`src/rtl/dfb_spi_master.sv`:
```
// dfb_spi_master
//   SPI master for the DFB register window. Words are queued in a small TX
//   FIFO and shifted out with a configurable word width, divider, SPI mode,
//   bit order and chip select. Each received word is placed in a single
//   holding register. A sticky flag records any word that overwrote an
//   unread one. Everything runs on posedge CLKOSC. RST is an asynchronous,
//   active-high reset.
// Ports
//   CLKOSC, RST            clock and asynchronous active-high reset
//   tx_data/valid/ready    TX FIFO push interface (push = tx_valid & tx_ready)
//   rx_data/valid, rx_ack  last received word, unread flag, consume strobe
//   clr_ovr, overrun       clear strobe and sticky overrun flag
//   div                    half SCK period = div+1 CLKOSC cycles
//   cpol, cpha, lsb_first  SPI mode and bit order (TX and RX)
//   cs_sel                 chip-select index for the next transfer
//   busy                   FSM active or FIFO non-empty
//   spi_clk, spi_mosi, spi_miso, spi_cs_n   SPI pins
module dfb_spi_master #(
    parameter int DATA_W     = 8,
    parameter int NUM_CS     = 2,
    parameter int DIV_W      = 8,
    parameter int FIFO_DEPTH = 4
) (
    input  logic                                         CLKOSC,
    input  logic                                         RST,
    input  logic [DATA_W-1:0]                            tx_data,
    input  logic                                         tx_valid,
    output logic                                         tx_ready,
    output logic [DATA_W-1:0]                            rx_data,
    output logic                                         rx_valid,
    input  logic                                         rx_ack,
    input  logic                                         clr_ovr,
    output logic                                         overrun,
    input  logic [DIV_W-1:0]                             div,
    input  logic                                         cpol,
    input  logic                                         cpha,
    input  logic                                         lsb_first,
    input  logic [((NUM_CS > 1) ? $clog2(NUM_CS) : 1)-1:0] cs_sel,
    output logic                                         busy,
    output logic                                         spi_clk,
    output logic                                         spi_mosi,
    input  logic                                         spi_miso,
    output logic [NUM_CS-1:0]                            spi_cs_n
);

    localparam int CS_W   = (NUM_CS > 1) ? $clog2(NUM_CS) : 1;
    localparam int PTR_W  = $clog2(FIFO_DEPTH);
    localparam int EDGE_W = $clog2(2 * DATA_W + 1);

    typedef enum logic [2:0] {IDLE, SETUP, SHIFT, HOLD, GAP} state_t;

    // Bit-order helpers. Both directions use the same order, so a loopback
    // returns the transmitted word unchanged.
    function automatic logic out_bit(input logic [DATA_W-1:0] w, input logic lsb);
        return lsb ? w[0] : w[DATA_W-1];
    endfunction

    function automatic logic [DATA_W-1:0] shift_tx(input logic [DATA_W-1:0] w, input logic lsb);
        return lsb ? (w >> 1) : (w << 1);
    endfunction

    function automatic logic [DATA_W-1:0] shift_rx(input logic [DATA_W-1:0] w, input logic b,
                                                   input logic lsb);
        return lsb ? {b, w[DATA_W-1:1]} : {w[DATA_W-2:0], b};
    endfunction

    function automatic logic [NUM_CS-1:0] cs_decode(input logic [CS_W-1:0] sel);
        logic [NUM_CS-1:0] d;
        for (int i = 0; i < NUM_CS; i++) begin
            d[i] = !(sel == CS_W'(i));
        end
        return d;
    endfunction

    // ---------------- TX FIFO ----------------
    logic [DATA_W-1:0] fifo_mem [FIFO_DEPTH];
    logic [PTR_W:0]    wr_ptr_reg, rd_ptr_reg;
    logic              fifo_empty, fifo_full, push, pop;
    logic [DATA_W-1:0] fifo_head;

    assign fifo_empty = (wr_ptr_reg == rd_ptr_reg);
    assign fifo_full  = (wr_ptr_reg[PTR_W] != rd_ptr_reg[PTR_W]) &&
                        (wr_ptr_reg[PTR_W-1:0] == rd_ptr_reg[PTR_W-1:0]);
    assign push       = tx_valid && !fifo_full;
    assign fifo_head  = fifo_mem[rd_ptr_reg[PTR_W-1:0]];

    always_ff @(posedge CLKOSC) begin
        if (push) begin
            fifo_mem[wr_ptr_reg[PTR_W-1:0]] <= tx_data;
        end
    end

    always_ff @(posedge CLKOSC or posedge RST) begin
        if (RST) begin
            wr_ptr_reg <= '0;
            rd_ptr_reg <= '0;
        end else begin
            if (push) wr_ptr_reg <= wr_ptr_reg + (PTR_W+1)'(1);
            if (pop)  rd_ptr_reg <= rd_ptr_reg + (PTR_W+1)'(1);
        end
    end

    // ---------------- Shift engine ----------------
    state_t            state_reg;
    logic [DIV_W-1:0]  cnt_reg, div_l_reg;
    logic [EDGE_W-1:0] edge_reg, edge_next;
    logic              cpol_l_reg, cpha_l_reg, lsb_l_reg;
    logic [DATA_W-1:0] tx_shift_reg, rx_shift_reg, load_shift;
    logic              spi_clk_reg, spi_mosi_reg;
    logic [NUM_CS-1:0] cs_n_reg;
    logic              phase_end, last_edge, do_edge, sample_edge, drive_edge, deliver;
    logic              lsb_eff, cpha_eff;

    always_comb begin
        // A pop from IDLE uses the live config (latched in the same cycle);
        // a back-to-back pop from HOLD keeps the latched one.
        lsb_eff     = (state_reg == IDLE) ? lsb_first : lsb_l_reg;
        cpha_eff    = (state_reg == IDLE) ? cpha : cpha_l_reg;
        load_shift  = cpha_eff ? fifo_head : shift_tx(fifo_head, lsb_eff);
        phase_end   = (cnt_reg == div_l_reg);
        edge_next   = edge_reg + EDGE_W'(1);
        last_edge   = (edge_reg == EDGE_W'(2 * DATA_W));
        // SCK edge k happens at the start of SHIFT half period k (k=1..2*DATA_W).
        do_edge     = phase_end && ((state_reg == SETUP) || ((state_reg == SHIFT) && !last_edge));
        // Odd edges are leading. CPHA=0 samples on leading, CPHA=1 on trailing.
        sample_edge = edge_next[0] ^ cpha_l_reg;
        drive_edge  = !sample_edge && (edge_next != EDGE_W'(2 * DATA_W));
        deliver     = (state_reg == SHIFT) && phase_end && last_edge;
        pop         = !fifo_empty &&
                      ((state_reg == IDLE) || ((state_reg == HOLD) && phase_end));
    end

    always_ff @(posedge CLKOSC or posedge RST) begin
        if (RST) begin
            state_reg    <= IDLE;
            cnt_reg      <= '0;
            div_l_reg    <= '0;
            edge_reg     <= '0;
            cpol_l_reg   <= 1'b0;
            cpha_l_reg   <= 1'b0;
            lsb_l_reg    <= 1'b0;
            tx_shift_reg <= '0;
            rx_shift_reg <= '0;
            spi_clk_reg  <= 1'b0;
            spi_mosi_reg <= 1'b1;
            cs_n_reg     <= '1;
        end else begin
            cnt_reg <= (state_reg == IDLE || phase_end) ? '0 : cnt_reg + DIV_W'(1);

            if (pop) begin
                tx_shift_reg <= load_shift;
                rx_shift_reg <= '0;
                edge_reg     <= '0;
                state_reg    <= SETUP;
                if (!cpha_eff) spi_mosi_reg <= out_bit(fifo_head, lsb_eff);
            end

            if (do_edge) begin
                spi_clk_reg <= ~spi_clk_reg;
                edge_reg    <= edge_next;
                if (sample_edge) rx_shift_reg <= shift_rx(rx_shift_reg, spi_miso, lsb_l_reg);
                if (drive_edge) begin
                    spi_mosi_reg <= out_bit(tx_shift_reg, lsb_l_reg);
                    tx_shift_reg <= shift_tx(tx_shift_reg, lsb_l_reg);
                end
            end

            case (state_reg)
                IDLE: begin
                    spi_clk_reg <= cpol;
                    if (pop) begin
                        div_l_reg  <= div;
                        cpol_l_reg <= cpol;
                        cpha_l_reg <= cpha;
                        lsb_l_reg  <= lsb_first;
                        cs_n_reg   <= cs_decode(cs_sel);
                    end
                end
                SETUP: if (phase_end) state_reg <= SHIFT;
                SHIFT: if (deliver) state_reg <= HOLD;
                HOLD: begin
                    if (phase_end && !pop) begin
                        state_reg    <= GAP;
                        cs_n_reg     <= '1;
                        spi_mosi_reg <= 1'b1;
                    end
                end
                GAP: begin
                    spi_clk_reg <= cpol_l_reg;
                    if (phase_end) state_reg <= IDLE;
                end
                default: state_reg <= IDLE;
            endcase
        end
    end

    // ---------------- RX holding register ----------------
    logic [DATA_W-1:0] rx_data_reg;
    logic              rx_valid_reg, overrun_reg;

    always_ff @(posedge CLKOSC or posedge RST) begin
        if (RST) begin
            rx_data_reg  <= '0;
            rx_valid_reg <= 1'b0;
            overrun_reg  <= 1'b0;
        end else begin
            if (clr_ovr) overrun_reg <= 1'b0;
            if (deliver) begin
                rx_data_reg  <= rx_shift_reg;
                rx_valid_reg <= 1'b1;
                // Placed after the clear so a simultaneous overrun wins.
                if (rx_valid_reg && !rx_ack) overrun_reg <= 1'b1;
            end else if (rx_ack) begin
                rx_valid_reg <= 1'b0;
            end
        end
    end

    assign tx_ready = !fifo_full;
    assign rx_data  = rx_data_reg;
    assign rx_valid = rx_valid_reg;
    assign overrun  = overrun_reg;
    assign busy     = (state_reg != IDLE) || !fifo_empty;
    assign spi_clk  = spi_clk_reg;
    assign spi_mosi = spi_mosi_reg;
    assign spi_cs_n = cs_n_reg;

endmodule

```
`config.mk`:
```
export PLATFORM = sky130hd
export DESIGN_NAME = dfb_spi_master
export DESIGN_NICKNAME = d
export VERILOG_FILES = /design/src/rtl/dfb_spi_master.sv
export SDC_FILE = /design/constraint.sdc
export NUM_CORES = 1
export LEC_CHECK = 0
export CELL_PAD_IN_SITES_DETAIL_PLACEMENT = 1
export CELL_PAD_IN_SITES_GLOBAL_PLACEMENT = 2
export CORE_ASPECT_RATIO = 0.8
export CORE_MARGIN = 4
export CORE_UTILIZATION = 30
export DETAILED_ROUTE_END_ITERATION = 8
export GPL_ROUTABILITY_DRIVEN = 1
export PLACE_DENSITY_LB_ADDON = 0.25
export SLEW_MARGIN = 20
export SYNTH_ARGS = -nofsm -noshare
export SYNTH_HDL_FRONTEND = slang
export SYNTH_SLANG_ARGS = --single-unit
```
`constraint.sdc`:
```
create_clock -name CLKOSC -period 2.8 [get_ports CLKOSC]
set_input_delay 0.7 -clock CLKOSC [delete_from_list [all_inputs] [get_ports CLKOSC]]
set_output_delay 0.7 -clock CLKOSC [all_outputs]
set_load 0.02 [all_outputs]
```
==> flow_summary_export.csv, run 1 <==
group,metric,value,unit
detailed_routing,first_pass_iters,4,
final_layout,final_cell_count_no_fill,586,
clocking,cts_tree,"built",
worst_setup_path,worst-setup-path-type,"reg2out",
timing,tns,0,ps
run_status,status,"completed",
final_layout,area_growth,20.8,%
final_layout,antennaDiodeCount,0,
grt,antenna_found_initial,1,
logic_synthesis,yosysWarningCount,0,
detailed_routing,maxUsedRoutingLayer,"met4",
logic_synthesis,postSynthRegisterBits,95,
placement,place_congestion,0.737,
grt,grt_max_degree,23,
detailed_routing,vias_per_cell,4.83,
worst_setup_path,cp-startpoint,"wr_ptr_reg[0]$_DFFE_PP0P_",
logic_synthesis,syn_inst,348,
placement,dpl.cell_count,570,
worst_setup_path,required,2100,ps
detailed_routing,wire_per_inst,16.5,µm
run,drv_cap,0,
timing,worst_slack,240,ps
clocking,cts_setup_buffers,0,
worst_setup_path,start_kind,"register",
final_layout,nNetsFinal,431,
detailed_routing,num_vias,2833,
detailed_routing,met3WireLength,405,µm
detailed_routing,drcViolationCount,0,
min_path,holdCritPathClass,"reg2reg",
timing,clock_skew,10.8,ps
die,dieArea,0.0169,mm²
timing,tightest_slew,668,ps
detailed_routing,wl_met1,4940,µm
grt,grt_pass1_wl,16500,µm
final_layout,drive_gt1_share,16.2,%
placement,pre_cts_ws,463,ps
clocking,cts_buffers,9,
die,fp.coreArea,0.0144,mm²
logic_synthesis,yosysSeqAreaShare,57.0,%
timing,hold_slack,500,ps
logic_synthesis,syn_nets,382,
worst_setup_path,critPathBufInv,1,
pwr,ir_worst_vdd,348,µV
die,fp.dieW,144,µm
timing,report.final.setup_viol,0,
timing,rsz0062_at_grt,"no",
worst_setup_path,arrival,1860,ps
min_path,hold_start,"rd_ptr_reg[2]$_DFFE_PP0P_",
detailed_routing,wl_met2,4170,µm
placement,port_buffers,41,
final_layout,fin_util,37.3,%
grt,overflow,0,
die,core.rowCount,39,
logic_synthesis,synth_cell_types,41,
logic_synthesis,synth_edf_count,32,
clocking,clk_pin_slew_worst_paths,70,ps
clocking,clock-root-buffer,"clkbuf_16",
final_layout,fill_cells,1541,
clocking,htree_levels,3,
final_layout,largest_reg_flops,32,
die,ios,42,
clocking,clock_path_buffers,2,
die,die_y,117,µm
timing,relSlewSlack,55.5,%
detailed_routing,first_iter_violations,107,
timing,final.period_utilization,91.4,%
worst_setup_path,crit_fanout,6,
clocking,hold_buffers,0,
detailed_routing,antenna_left,0,
worst_setup_path,crit_family,"buffers and inverters",
pwr,leakage,2.14,nW
worst_setup_path,r2r-start,"cnt_reg[0]$_DFF_PP0_",
placement,dp_hpwl,6970,µm
grt,grt_util_all_layers,12.7,%
timing,finalHoldViolations,0,
worst_setup_path,end_kind,"output pin",
logic_synthesis,synth_ff_type,"dfrtp_1",
worst_setup_path,path_cells,"xor2_1 -> nor2_1 -> nand2_1 -> clkdlybuf4s50_1",
timing,drv_slew,0,
die,initial_utilization,30.9,%
grt,grt_pass1_vias,3059,
clocking,clkLatencyLatePin,350,ps
pwr,power_density,932,mW/mm²
detailed_routing,wirelength,9640,µm
logic_synthesis,postSynthAreaPerCell,12.8,µm²
logic_synthesis,async_flop_share,66.3,%
worst_setup_path,slowest_delay,650,ps
clocking,clock-sinks,95,
worst_setup_path,cp_slowest_cell,"clkdlybuf4s50_1",
logic_synthesis,syn_area,0.00446,mm²
timing,min_period,2560,ps
timing,timing.fmax,391,MHz
[power breakdown]
| part | total (mW) | switching [mW] | internal [mW] |
|---|---|---|---|
| combinational | 1.69 | 0.876 | 0.818 |
| clock | 1.18 | 0.566 | 0.612 |
| sequential | 2.15 | 0.301 | 1.85 |
[layout by cell type, fill, tap and decap left out, types with 6 or more instances in the layout]
| master | netlist | layout |
|---|---|---|
| o21ai_0 | 13 | 13 |
| ha_1 | 8 | 8 |
| and3_1 | 6 | 6 |
| dfrtp_1 | 60 | 60 |
| inv_1 | 10 | 9 |
| buf_4 | 3 | 12 |
| nand3_1 | 11 | 11 |
| nor2b_1 | 7 | 7 |
| clkdlybuf4s50_1 | 0 | 40 |
| mux2_2 | 21 | 21 |
| mux4_2 | 8 | 8 |
| edfxtp_1 | 32 | 32 |
| mux2i_1 | 22 | 22 |
| o2bb2ai_1 | 8 | 8 |
| xnor2_1 | 13 | 13 |
| o211ai_1 | 8 | 8 |
| clkbuf_16 | 0 | 9 |
| nor2_1 | 18 | 18 |
| nand2_1 | 26 | 26 |
| a21oi_1 | 8 | 8 |
| xor2_1 | 11 | 11 |
| a22oi_1 | 6 | 6 |
[final timing paths]
path,end,slack (ps),cells past startpoint
max,tx_ready,240,4
min,rd_ptr_reg[2]$_DFFE_PP0P_,500,1
max reg2reg,rx_shift_reg[2]$_DFF_PP0_,460,6
min reg2reg,rd_ptr_reg[2]$_DFFE_PP0P_,500,1
max in group asynchronous,rx_data[5]$_DFFE_PP0P_,1430,3
min in group asynchronous,div_l_reg[2]$_DFFE_PP0P_,690,2
[cell type report]
cell class,count,area [µm²],area share [%]
Sequential cell,95,2540,47.1
Multi-Input combinational cell,227,1780,33.0
Clock buffer,9,225,4.18
Timing Repair Buffer,54,523,9.70
Clock inverter,7,53.8,0.998
Inverter,10,37.5,0.696
Tap cell,184,230,4.27
[Yosys cell counts, types with 4 or more instances]
| cell | instances | share of area [%] |
|---|---|---|
| dfrtp_1 | 60 | 34 |
| edfxtp_1 | 32 | 22 |
| nand2_1 | 26 | 2.2 |
| mux2i_1 | 22 | 4.9 |
| mux2_2 | 21 | 5.3 |
| nor2_1 | 18 | 1.5 |
| o21ai_0 | 13 | 1.5 |
| xnor2_1 | 13 | 2.6 |
| nand3_1 | 11 | 1.2 |
| xor2_1 | 11 | 2.2 |
| inv_1 | 10 | 0.84 |
| a21oi_1 | 8 | 0.90 |
| buf_2 | 8 | 0.90 |
| ha_1 | 8 | 2.2 |
| mux4_2 | 8 | 4.0 |
| o211ai_1 | 8 | 1.3 |
| o2bb2ai_1 | 8 | 1.6 |
| nor2b_1 | 7 | 0.98 |
| a22oi_1 | 6 | 1.0 |
| and3_1 | 6 | 0.84 |
| nor3_1 | 5 | 0.56 |
| nand2b_1 | 4 | 0.56 |
[metrics by stage]
step / area, µm² / total power [mW]
finish: 5390 / 5.03
global route: 5390 / 5.45
CTS: 5390 / 5.12
detailed placement: 5110 / 3.91
global placement: 5110 / 3.87
floorplan: 4460 / 3.39
[routing by layer]
metal,vias to the layer above,track usage (%)
li1,1366,-
met1,1412,17.9
met2,42,18.9
met3,13,4.14
met4,0,3.73
met5,-,0
[cells by family (layout without fill, tap and decap cells)]
| group | after synthesis | count (layout) | synth area share (%) |
|---|---|---|---|
| DFF | 95 | 95 | 57.0 |
| xor gates and xnor gates | 24 | 24 | 4.71 |
| muxes | 51 | 51 | 14.3 |
| AOI/OAI and AO/OA | 55 | 55 | 8.27 |
| and+or+nand+nor | 89 | 89 | 10.3 |
| adders and majority gates | 8 | 8 | 2.24 |
| buffers and inverters | 26 | 80 | 3.25 |
[repair_timing]
action,4_1_cts,5_1_grt
endpoints found under the hold margin,0,0
gates resized for setup,0,1
endpoints found under the setup margin,0,1
(Power assumes the default switching activity.)
==> inputs of run 2 (changes only) <==
- DONT_BUFFER_PORTS: unset -> 1
==> run 2 against run 1 <==
Critical path depth decreased by 1. First-iteration DRC count increased by 11%. Setup slack improved by 72 ps. Design area decreased by 8.0%. Non-clock buffer count decreased by 43. Clock skew decreased by 7.1 ps. Clock-buffer cell count increased by 2. Global-route usage decreased by 0.30 points. Fmax increased by 2.9%. Final cell count decreased by 7.3%. Sequential power increased by 2%.
==> flow_summary_export.csv, run 2 (same netlist as run 1, synthesis figures left out) <==
group,metric,value,unit
min_path,holdCritPathClass,"in2async",
clocking,clkLatencyLatePin,350,ps
run,drv_cap,0,
run_status,status,"completed",
final_layout,final_common_cell,"dfrtp_1",
clocking,cts_resized,0,
timing,rsz0062_at_grt,"no",
final_layout,largest_reg_flops,32,
worst_setup_path,path_cells,"nor3_1 -> nand2_1 -> buf_4",
die,core.rowCount,39,
clocking,clock-sinks,95,
clocking,cts_setup_buffers,0,
pwr,ir_worst_vdd,404,µV
worst_setup_path,crit_fanout,10,
die,dieArea,0.0169,mm²
grt,grt_max_degree,64,
timing,min_period,2490,ps
timing,clock_skew,3.74,ps
detailed_routing,wirelength,9620,µm
worst_setup_path,cp_slowest_cell,"nor3_1",
placement,dp_hpwl,6680,µm
final_layout,fill_cells,1557,
clocking,clk_pin_slew_worst_paths,70,ps
clocking,cts_buffers,9,
die,fp.coreArea,0.0144,mm²
detailed_routing,first_iter_violations,119,
worst_setup_path,r2r-start,"cnt_reg[0]$_DFF_PP0_",
worst_setup_path,arrival,1790,ps
worst_setup_path,rr_endpoint,"tx_shift_reg[6]$_DFF_PP0_",
grt,grt_util_all_layers,12.4,%
detailed_routing,first_pass_iters,4,
detailed_routing,vias_per_cell,4.96,
final_layout,area_growth,11.1,%
detailed_routing,num_vias,2693,
timing,hold_slack,297,ps
clocking,htree_levels,3,
detailed_routing,drcViolationCount,0,
worst_setup_path,cp-startpoint,"state_reg[0]$_DFF_PP0_",
die,ios,42,
grt,grt_pass1_vias,2987,
grt,grt_pass1_wl,16100,µm
die,die_y,117,µm
worst_setup_path,start_kind,"register",
timing,drv_slew,0,
timing,tns,0,ps
timing,finalHoldViolations,0,
pwr,power_density,991,mW/mm²
worst_setup_path,endpoint,"busy",
placement,port_buffers,0,
timing,relSlewSlack,53.5,%
timing,timing.fmax,402,MHz
die,initial_utilization,30.9,%
clocking,cts_tree,"built",
detailed_routing,antenna_left,0,
final_layout,drive_gt1_share,17.3,%
die,fp.dieW,144,µm
timing,final.period_utilization,88.9,%
placement,place_congestion,0.699,
worst_setup_path,ff2ff_path_depth,7,
worst_setup_path,worst-setup-path-type,"reg2out",
worst_setup_path,end_kind,"output pin",
pwr,leakage,1.96,nW
worst_setup_path,regToRegSetupSlack,470,ps
grt,overflow,0,
worst_setup_path,slowest_delay,520,ps
clocking,hold_buffers,0,
clocking,clock-root-buffer,"clkbuf_16",
timing,tightest_slew,697,ps
worst_setup_path,required,2100,ps
final_layout,antennaDiodeCount,0,
timing,report.final.setup_viol,0,
final_layout,mostFrequentLayoutCells,"60 x dfrtp_1, 32 x edfxtp_1, 26 x nand2_1",
detailed_routing,wire_per_inst,17.7,µm
clocking,clock_path_buffers,2,
grt,antenna_found_initial,0,
final_layout,nNetsFinal,388,
run 2: cell type report:
type / count / area [µm²] / share of cell area, %
multi-input cells: 227 / 1780 / 35.9
clock buffers: 11 / 233 / 4.69
clock inverters: 5 / 41.3 / 0.833
repair buffers: 11 / 95.1 / 1.92
flip-flops and latches: 95 / 2540 / 51.3
inverters: 10 / 37.5 / 0.757
well taps: 184 / 230 / 4.64
run 2: worst min-delay path by stage:
stage                              start                        end  slack, ps
2_1_floorplan  wr_ptr_reg[2]$_DFFE_PP0P_  wr_ptr_reg[2]$_DFFE_PP0P_        460
3_3_place_gp   wr_ptr_reg[2]$_DFFE_PP0P_  wr_ptr_reg[2]$_DFFE_PP0P_        480
3_5_place_dp   wr_ptr_reg[2]$_DFFE_PP0P_  wr_ptr_reg[2]$_DFFE_PP0P_        480
4_1_cts                              RST       cnt_reg[3]$_DFF_PP0_        310
5_1_grt                              RST   div_l_reg[2]$_DFFE_PP0P_        310
6_report                             RST   div_l_reg[2]$_DFFE_PP0P_        300
run 2: metal layers:
metal	wire (µm)	vias up	GRT usage [%]	part of all wire, %
li1	-	1273	-	-
met1	4690	1360	16.5	49
met2	4190	45	18.9	44
met3	592	15	4.75	6.2
met4	140	0	4.10	1.5
met5	0	-	0	0
run 2: power breakdown:
group          switching [mW]  internal (mW)
sequential              0.343           1.86
clock                   0.556          0.614
combinational           0.824          0.722
total                    1.72           3.19
run 2: critical path, delay by kind of cell (launching register included):
| kind | cells | cell delay [ps] |
|---|---|---|
| simple gates | 2 | 730 |
| flops | 1 | 500 |
| buf+inv | 1 | 210 |
run 2: stage by stage:
step	total power [mW]	setup slack (ps)	instances	utilization [%]	instance area [µm²]
6_report	4.91	312	543	34.3	4960
2_1_floorplan	3.39	535	348	-	4460
4_1_cts	5.00	302	543	34.3	4960
5_1_grt	5.29	214	543	34.3	4960
3_5_place_dp	3.80	454	527	32.4	4680
3_3_place_gp	3.76	518	527	32.4	4680
==> inputs of run 3 (changes only) <==
- ABC_AREA: unset -> 1
- SLEW_MARGIN: 20 -> unset
==> run 3 against run 2 <==
Sequential share of layout area is 3.4 points lower. Register-to-register slack improved by 160 ps. Largest cell class unchanged. Combinational power grew 43%. Critical path depth is 1 higher. Clock skew up 8.3 ps. Design area grew 7.2%. Flip-flop and latch count unchanged. Fmax up 8.0%.
==> flow_summary_export.csv, run 3 <==
group,metric,value,unit
final_layout,area_growth,11.5,%
clocking,clock-sinks,95,
timing,timing.fmax,434,MHz
pwr,clkPwrFrac,22.3,%
logic_synthesis,syn_area,0.00477,mm²
pwr,power_density,1060,mW/mm²
final_layout,multi_input_area,0.00188,mm²
grt,antenna_found_initial,0,
worst_setup_path,crit_fanout,7,
worst_setup_path,crit_family,"simple AND/OR/NAND/NOR gates",
logic_synthesis,async_flop_share,66.3,%
worst_setup_path,end_kind,"output pin",
timing,relSlewSlack,56.6,%
worst_setup_path,r2r-start,"rd_ptr_reg[1]$_DFFE_PP0P_",
final_layout,fill_cells,1858,
logic_synthesis,synth_area_leader_cell,"dfrtp_1",
timing,hold_slack,214,ps
clocking,htree_levels,3,
worst_setup_path,regToRegSetupSlack,630,ps
timing,drv_slew,0,
run,drv_cap,0,
pwr,p_int,3.29,mW
placement,port_buffers,0,
pwr,p_comb_share,39.2,%
detailed_routing,first_iter_violations,154,
die,fp.coreArea,0.0153,mm²
timing,finalHoldViolations,0,
logic_synthesis,postSynthRegisterBits,95,
final_layout,final_common_cell,"nand2_1",
worst_setup_path,rr_endpoint,"fifo_mem[0][2]$_DFFE_PP_",
timing,tns,0,ps
final_layout,mostFrequentLayoutCells,"183 x nand2_1, 60 x dfrtp_1, 57 x inv_1",
detailed_routing,wire_per_inst,15.4,µm
worst_setup_path,required,2100,ps
logic_synthesis,postSynthAreaPerCell,8.70,µm²
clocking,clock-root-buffer,"clkbuf_16",
worst_setup_path,critPathBufInv,1,
final_layout,nNetsFinal,587,
logic_synthesis,synthTopCellsByArea,"dfrtp_1 31%, edfxtp_1 20%, nand2_1 14%",
detailed_routing,wirelength,11800,µm
grt,grt_max_degree,35,
logic_synthesis,synth_cell_types,39,
final_layout,final_cell_count_no_fill,768,
clocking,clkLatencyLatePin,350,ps
grt,grt_pass1_vias,3804,
logic_synthesis,synth.top_cell.area_share,31.5,%
logic_synthesis,synth_ff_type,"dfrtp_1",
clocking,hold_buffers,0,
detailed_routing,antenna_left,0,
worst_setup_path,start_kind,"register",
die,ios,42,
detailed_routing,first_pass_iters,4,
die,fp.dieW,149,µm
final_layout,drive_gt1_share,11.1,%
worst_setup_path,worst-setup-path-type,"reg2out",
detailed_routing,vias_per_cell,4.62,
grt,overflow,0,
run_status,status,"completed",
logic_synthesis,syn_inst,548,
worst_setup_path,cp_slowest_cell,"dfrtp_1",
worst_setup_path,arrival,1600,ps
die,core.rowCount,40,
grt,grt_pass1_wl,20000,µm
timing,final.period_utilization,82.2,%
timing,rsz0062_at_grt,"no",
timing,tightest_slew,648,ps
logic_synthesis,synth_most_common_cell,"nand2_1",
timing,report.final.setup_viol,0,
final_layout,antennaDiodeCount,0,
die,dieArea,0.0180,mm²
pwr,seq_power_share,38.5,%
clocking,cts_tree,"built",
final_layout,fin_util,34.7,%
detailed_routing,drcViolationCount,0,
timing,clock_skew,12.0,ps
final_layout,largest_reg_flops,32,
die,die_y,121,µm
logic_synthesis,syn_nets,582,
logic_synthesis,yosys-top-cells-count,"183 x nand2_1, 60 x dfrtp_1, 58 x inv_1",
pwr,netSwitchingPower,2.37,mW
grt,grt_util_all_layers,14.2,%
clocking,clock_path_buffers,2,
pwr,p_sw_share,41.8,%
die,initial_utilization,31.1,%
logic_synthesis,yosysWarningCount,0,
min_path,holdCritPathClass,"in2async",
logic_synthesis,synth_edf_count,32,
clocking,cts_resized,0,
logic_synthesis,yosysSeqAreaShare,53.3,%
timing,min_period,2300,ps
placement,dp_hpwl,8720,µm
clocking,cts_buffers,9,
pwr,leakage,2.41,nW
detailed_routing,num_vias,3549,
worst_setup_path,slowest_delay,460,ps
worst_setup_path,ff2ff_path_depth,4,
placement,place_area,0.00501,mm²
worst_setup_path,path_cells,"nor2_2 -> nand2_4 -> inv_2 -> nand2_1",
placement,dpl.cell_count,752,
clocking,cts_setup_buffers,0,
final_layout,final-seq-area,0.00254,mm²
clocking,clk_pin_slew_worst_paths,70,ps
final_layout,final_cell_area,0.00531,mm²
pwr,ir_worst_vdd,361,µV
placement,place_congestion,0.796,
[run 3: cell count changes after synthesis, sizes merged, moves of 8 or more]
cell     change
inv         +58
nor2        +11
o21ai       +35
mux2        -21
mux4         -8
o2bb2ai      -8
mux2i       -22
nand3       +24
nand2      +164
[run 3: area by class of cell]
class	instances	share of cell area [%]
Sequential cell	95	47.8
Clock buffer	11	4.38
Inverter	69	4.87
Tap cell	210	4.94
Timing Repair Buffer	8	1.37
Clock inverter	5	1.25
Multi-Input combinational cell	370	35.4
[run 3: cells by family (layout without fill, tap and decap cells)]
logic type	after synthesis	in the layout	synth area share, %
compound gates	74	74	9.40
xor+xnor	13	13	2.39
fa+ha+maj	8	8	2.10
buf+inv	83	93	7.27
flops	95	95	53.3
simple gates	275	275	25.5
[run 3: metal layers]
layer	vias up	track usage [%]	routed length [µm]
li1	1780	-	-
met1	1717	20.1	6140
met2	42	21.1	5100
met3	10	4.08	426
met4	0	3.95	148
met5	-	0	0
[run 3: worst reg2reg max path, stage by stage, from the launching register on]
cell and delay (ps):
dfrtp_1 510, xnor2_1 200, nand3b_1 290, nand2_1 240
nor2_1 560
[run 3: worst max-delay path by stage]
stage	end	cells past startpoint	slack (ps)	start
5_1_grt	busy	4	340	rd_ptr_reg[1]$_DFFE_PP0P_
3_5_place_dp	fifo_mem[0][6]$_DFFE_PP_	4	640	rd_ptr_reg[1]$_DFFE_PP0P_
3_3_place_gp	fifo_mem[0][0]$_DFFE_PP_	4	690	rd_ptr_reg[1]$_DFFE_PP0P_
2_1_floorplan	cnt_reg[0]$_DFF_PP0_	1	540	RST
6_report	busy	4	500	state_reg[0]$_DFF_PP0_
4_1_cts	busy	4	460	state_reg[0]$_DFF_PP0_
[run 3: power by group through the flow]
stage | Sequential, mW | Clock, mW | Combinational [mW]
2_1_floorplan | 2.10 | 0 | 1.75
3_3_place_gp | 2.20 | 0 | 2.19
3_5_place_dp | 2.21 | 0 | 2.25
4_1_cts | 2.18 | 1.31 | 2.27
5_1_grt | 2.23 | 1.38 | 2.59
6_report | 2.18 | 1.26 | 2.22
[run 3: stage by stage]
step	total power, mW	worst slack [ps]
after floorplan	3.86	535
after global placement	4.38	686
after detailed placement	4.46	642
after CTS	5.76	455
after global routing	6.20	340
final	5.65	497
